$ cat config.mk
export PLATFORM = sky130hd
export DESIGN_NAME = trig_delay_gen
export DESIGN_NICKNAME = d
export VERILOG_FILES = /design/src/rtl/trig_delay_pkg.sv /design/src/rtl/trig_sync_edge.sv /design/src/rtl/trig_delay_gen.sv
export SDC_FILE = /design/constraint.sdc
export NUM_CORES = 1
export LEC_CHECK = 0
export CAP_MARGIN = 20
export CELL_PAD_IN_SITES_DETAIL_PLACEMENT = 1
export CELL_PAD_IN_SITES_GLOBAL_PLACEMENT = 2
export CORE_UTILIZATION = 41
export CTS_CLUSTER_DIAMETER = 60
export CTS_CLUSTER_SIZE = 40
export DETAILED_ROUTE_END_ITERATION = 10
export HOLD_SLACK_MARGIN = 0.03
export PLACE_DENSITY_LB_ADDON = 0.1
export SLEW_MARGIN = 20
export SYNTH_ARGS = -nofsm -noshare
export SYNTH_HDL_FRONTEND = slang
export SYNTH_SLANG_ARGS = --single-unit
$ cat constraint.sdc
create_clock -name clk -period 12.8 [get_ports clk]
set_clock_uncertainty 0.15 [all_clocks]
set_input_delay 1.92 -clock clk [delete_from_list [all_inputs] [get_ports clk]]
set_output_delay 1.92 -clock clk [all_outputs]
set_load 0.02 [all_outputs]
$ cat src/rtl/trig_delay_pkg.sv
// Shared state type, register map helpers and control bit positions for trig_delay_gen.
package trig_delay_pkg;

   typedef enum logic {IDLE = 1'b0, RUN = 1'b1} state_e;

   localparam int ARM_BIT     = 0;
   localparam int OVR_CLR_BIT = 1;

   function automatic int delay_addr(input int ch);
      return 2 * ch;
   endfunction

   function automatic int width_addr(input int ch);
      return 2 * ch + 1;
   endfunction

   function automatic int frame_addr(input int num_ch);
      return 2 * num_ch;
   endfunction

   function automatic int ctrl_addr(input int num_ch);
      return 2 * num_ch + 1;
   endfunction

endpackage

$ cat src/rtl/trig_sync_edge.sv
// Multi-flop synchroniser for an asynchronous input followed by a registered
// single-cycle rising-edge pulse.
module trig_sync_edge #(
   parameter int SYNC_STAGES = 2
) (
   input  logic clk,
   input  logic rst,
   input  logic async_i,
   output logic edge_o
);

   logic [SYNC_STAGES-1:0] sync_q;
   logic                   last_q;
   logic                   edge_q;

   always_ff @(posedge clk or posedge rst) begin
      if (rst) begin
         sync_q <= '0;
         last_q <= 1'b0;
         edge_q <= 1'b0;
      end else begin
         sync_q <= {sync_q[SYNC_STAGES-2:0], async_i};
         last_q <= sync_q[SYNC_STAGES-1];
         edge_q <= sync_q[SYNC_STAGES-1] & ~last_q;
      end
   end

   assign edge_o = edge_q;

endmodule

$ cat src/rtl/trig_delay_gen.sv
// Multi-channel trigger-to-pulse sequencer with shadowed timing registers.
// Optional macro RETRIGGER_EN: an armed trigger during a frame restarts it instead of flagging overrun.
module trig_delay_gen
   import trig_delay_pkg::*;
#(
   parameter  int NUM_CH      = 4,
   parameter  int CNT_W       = 16,
   parameter  int SYNC_STAGES = 2,
   localparam int AW          = $clog2(2 * NUM_CH + 2)
) (
   input  logic              clk,
   input  logic              rst,
   input  logic              trig_in,
   input  logic              cfg_we,
   input  logic [AW-1:0]     cfg_addr,
   input  logic [CNT_W-1:0]  cfg_wdata,
   output logic [NUM_CH-1:0] ch_out,
   output logic              busy,
   output logic              overrun,
   output logic [15:0]       trig_count
);

   logic                          trig_edge;
   logic [NUM_CH-1:0][CNT_W-1:0]  dly_sh_q, wid_sh_q, dly_act_q, wid_act_q;
   logic [CNT_W-1:0]              flen_sh_q, flen_act_q, last_cnt;
   logic [CNT_W-1:0]              cnt_q, cnt_d;
   logic [15:0]                   tcnt_q, tcnt_d;
   logic [NUM_CH-1:0]             ch_q, ch_d;
   logic                          arm_q, ovr_q, ovr_d;
   state_e                        state_q, state_d;
   logic                          edge_acc, frame_end, start, ovr_set, ovr_clr, ctrl_wr, run_cmp;

   trig_sync_edge #(.SYNC_STAGES(SYNC_STAGES)) u_sync (
      .clk     (clk),
      .rst     (rst),
      .async_i (trig_in),
      .edge_o  (trig_edge)
   );

   assign ctrl_wr = cfg_we && (int'(cfg_addr) == ctrl_addr(NUM_CH));
   assign ovr_clr = ctrl_wr && cfg_wdata[OVR_CLR_BIT];

   // Writes only ever touch the shadow copies; actives load them at frame start.
   always_ff @(posedge clk or posedge rst) begin
      if (rst) begin
         dly_sh_q  <= '0;
         wid_sh_q  <= '0;
         flen_sh_q <= '0;
         arm_q     <= 1'b0;
      end else if (cfg_we) begin
         for (int i = 0; i < NUM_CH; i++) begin
            if (int'(cfg_addr) == delay_addr(i)) dly_sh_q[i] <= cfg_wdata;
            if (int'(cfg_addr) == width_addr(i)) wid_sh_q[i] <= cfg_wdata;
         end
         if (int'(cfg_addr) == frame_addr(NUM_CH)) flen_sh_q <= cfg_wdata;
         if (ctrl_wr) arm_q <= cfg_wdata[ARM_BIT];
      end
   end

   assign last_cnt  = (flen_act_q == '0) ? '0 : flen_act_q - CNT_W'(1);
   assign frame_end = (cnt_q == last_cnt);
   assign edge_acc  = trig_edge & arm_q;

   always_ff @(posedge clk or posedge rst) begin
      if (rst) state_q <= IDLE;
      else     state_q <= state_d;
   end

   always_comb begin
      state_d = state_q;
      start   = 1'b0;
      case (state_q)
         IDLE: begin
            if (edge_acc) begin
               state_d = RUN;
               start   = 1'b1;
            end
         end
         RUN: begin
`ifdef RETRIGGER_EN
            if (edge_acc)       start   = 1'b1;
            else if (frame_end) state_d = IDLE;
`else
            if (frame_end)      state_d = IDLE;
`endif
         end
         default: state_d = IDLE;
      endcase
   end

   // The last frame cycle and a restart cycle both emit 0 so the next cycle never shows a stale pulse.
   always_comb begin
      busy    = (state_q == RUN);
      run_cmp = (state_q == RUN) && !frame_end && !start;
`ifdef RETRIGGER_EN
      ovr_set = 1'b0;
`else
      ovr_set = (state_q == RUN) && edge_acc;
`endif
   end

   always_comb begin
      ch_d = '0;
      for (int i = 0; i < NUM_CH; i++) begin
         ch_d[i] = run_cmp
                 && ({1'b0, dly_act_q[i]} <= {1'b0, cnt_q})
                 && ({1'b0, cnt_q} < ({1'b0, dly_act_q[i]} + {1'b0, wid_act_q[i]}));
      end
   end

   always_comb begin
      cnt_d  = cnt_q;
      tcnt_d = tcnt_q;
      if (start) begin
         cnt_d  = '0;
         tcnt_d = tcnt_q + 16'd1;
      end else if ((state_q == RUN) && !frame_end) begin
         cnt_d = cnt_q + CNT_W'(1);
      end
      ovr_d = ovr_set ? 1'b1 : (ovr_clr ? 1'b0 : ovr_q);
   end

   always_ff @(posedge clk or posedge rst) begin
      if (rst) begin
         dly_act_q  <= '0;
         wid_act_q  <= '0;
         flen_act_q <= '0;
         cnt_q      <= '0;
         tcnt_q     <= '0;
         ovr_q      <= 1'b0;
         ch_q       <= '0;
      end else begin
         cnt_q  <= cnt_d;
         tcnt_q <= tcnt_d;
         ovr_q  <= ovr_d;
         ch_q   <= ch_d;
         if (start) begin
            dly_act_q  <= dly_sh_q;
            wid_act_q  <= wid_sh_q;
            flen_act_q <= flen_sh_q;
         end
      end
   end

   assign ch_out     = ch_q;
   assign overrun    = ovr_q;
   assign trig_count = tcnt_q;

endmodule

==> results.cfg <==
[clock_network]
hold_buffers = 0
h-tree-depth = 2
cts.sinks = 331
post_cts_resize_count = 0
clockBufferDepth = 3
cts-root-buf = clkbuf_16
numCtsBuffers = 34
postCtsSetupBuffers = 0
clk_pin_slew_ps = 80
cts_tree = built
clk_latency_ps = 570

[yosys]
avgSynthCellArea_um2 = 9.97
synth_top_area_cell = dfrtp_1
synthTopCellsByCount = nand2_1 (491), dfrtp_1 (331), ha_1 (191)
synth_seq_cells = 331
synth_nets = 2068
yosysWarnings = 0
synth_most_common_cell = nand2_1
synth_edf_count = 0
synth.top_cell.area_share = 0.449
synth-async-reset-ratio = 1.00
syn_inst = 1849
ys_types = 67
syn_area_mm2 = 0.0184
synth.area.top_cells = dfrtp_1 (45%), ha_1 (13%), nand2_1 (10%)
synth-main-ff-cell = dfrtp_1
synth-seq-area-share = 0.449

[final_layout]
final-instance-count-excl-fill = 2509
seq_area_mm2 = 0.00828
final_nets = 2112
area_growth_pct = 12.5
num-fill-cells = 4948
multi_input_area_mm2 = 0.00978
final_layout_size_suffix_gt1_frac = 0.128

[floorplanning]
rows = 77
die_w_um = 214
initial_core_util = 0.416
die_area_mm2 = 0.0458
chipHeight_um = 214
io_pins = 46
core_mm2 = 0.0443

[outcome]
status = finished, final reports clean

[detailed_routing]
via_per_inst = 5.53
wl_met1_um = 26800
wl_met3_um = 1700
ant_nets = 0
drt_iter0_markers = 832
routed_wl_um = 56100
drcViolationCount = 0
via_count = 13886
dr.pass1.iters = 5
top_layer_used = met4
wl_per_cell_um = 22.3
wl_met2_um = 26300

[critical_path]
crit_type = reg -> reg
timing.critical_path.buf_inv = 0
critical-path-top-delay-family = compound AO/OA/AOI/OAI gates
slowest_stage = a2111oi_0
arrival_ps = 4900
critical_path.max_stage_delay_ps = 670
path_common_cell = a21oi_1
crit_chain = ha_1 -> fa_1 -> a21o_1 -> a21oi_1 -> o21ai_0 -> o41ai_1 -> o211a_1 -> a21oi_1 -> a21oi_1 -> o21ba_2 -> xor2_1 -> ha_1 -> o21ai_0 -> nand2b_1 -> a21oi_1 -> a2111oi_0 -> a211oi_1
cp-start-kind = flop
path_max_fanout = 3
cp_data_required_time_ps = 13060
cp-end-kind = flop

[grt]
grt_overflow_total = 0
antenna_found_initial = 6
grt_pass1_vias = 14783
grt_max_degree = 164
grt_pass1_wl_um = 88400
grt_usage = 0.253

[timing]
final_hold_viol_count = 0
rsz0062_at_grt = false
finalSetupViolCount = 0
fin_crit_ps = 4640
finalCritPeriodShare = 0.363
relSlewSlack = 0.249
finalSetupTns_ps = 0
fmax_mhz = 215
worst_pin_slew_ps = 1120
finalMaxSlewViolations = 0

[pwr]
power_w = 0.00508
ir_worst_vdd_v = 0.000108
combPwrFrac = 0.459
clockPowerShare = 0.202
p_leak_nw = 10.0
powerDensity_mw_per_mm2 = 245
power.switching_w = 0.00209
p_int_w = 0.00299
p_seq_frac = 0.339
switching_share = 0.411

[place]
gp_congestion = 0.874
hpwl_um = 37700
dp.cells = 2448
io_buffers = 45

[min_path]
min_path_type = reg -> reg

[run]
cap_violations = 0
==> sequential cells by signal (all words and copies together) (netlist names) <==
name	count
dly_act_q	64
dly_sh_q	64
wid_act_q	64
wid_sh_q	64
cnt_q	16
flen_act_q	16
flen_sh_q	16
trig_count	16
ch_out	4
u_sync.sync_q	2
arm_q	1
busy	1
overrun	1
u_sync.edge_o	1
u_sync.last_q	1
==> cell families (layout without fill, tap and decap cells) <==
family | after synthesis | in the layout | share of synthesized area
AND/OR/NAND/NOR | 725 | 725 | 0.175
flip-flops | 331 | 331 | 0.449
AO/OA/AOI/OAI | 262 | 262 | 0.0890
adder cells (fa/ha/maj) | 195 | 195 | 0.134
multiplexers | 157 | 157 | 0.0951
buffers and inverters | 102 | 169 | 0.0217
XOR/XNOR | 77 | 77 | 0.0366
other | 0 | 1 | 0
==> per-layer routing <==
layer	global-route usage	vias up
li1	-	6554
met1	0.350	7068
met2	0.417	201
met3	0.0346	63
met4	0.0636	0
met5	0	-
==> metrics by stage <==
stage / utilization / setup slack, ps / instance area [um2] / hold WS (ps)
after floorplan: - / 1560 / 18400 / 181
after global placement: 0.442 / 8140 / 19600 / 214
after detailed placement: 0.442 / 8120 / 19600 / 229
after CTS: 0.468 / 8090 / 20700 / 237
after global routing: 0.468 / 7770 / 20700 / 259
final: 0.468 / 8160 / 20800 / 228
==> layout make-up <==
| type | count | area share |
|---|---|---|
| multi-input cells | 1416 | 0.471 |
| diodes | 1 | 0.000121 |
| clock buffers | 45 | 0.0475 |
| flip-flops and latches | 331 | 0.399 |
| clock inverters | 14 | 0.00693 |
| well taps | 592 | 0.0357 |
| repair buffers | 69 | 0.0315 |
| inverters | 41 | 0.00778 |
==> final timing paths <==
kind / start / to / cells after the start / slack, ps
setup / recovery: dly_act_q[16] / ch_out[1] / 17 / 8160
hold / removal: u_sync.sync_q[1] / u_sync.last_q / 0 / 230
setup reg to reg: dly_act_q[16] / ch_out[1] / 17 / 8160
hold reg to reg: u_sync.sync_q[1] / u_sync.last_q / 0 / 230
max in group asynchronous: rst / dly_act_q[53] / 3 / 9310
min in group asynchronous: rst / dly_sh_q[30] / 2 / 1730
==> placed cells by master, fill, tap and decap left out, types with 37 or more instances in the layout <==
cell type and instances:
clkdlybuf4s50_1 45, a21oi_1 84, o21ai_0 64, ha_1 191
mux2_2 145, inv_1 40, dfrtp_1 331, xnor2_1 43
clkbuf_16 37, nand2_1 491
==> power groups by stage <==
stage,logic (W),clock network (W),registers (W)
CTS,0.00235,0.00105,0.00173
global route,0.00267,0.00109,0.00177
finish,0.00233,0.00103,0.00172
global placement,0.00223,0,0.00173
detailed placement,0.00233,0,0.00174
floorplan,0.00175,0,0.00162
(Power assumes the default switching activity.)
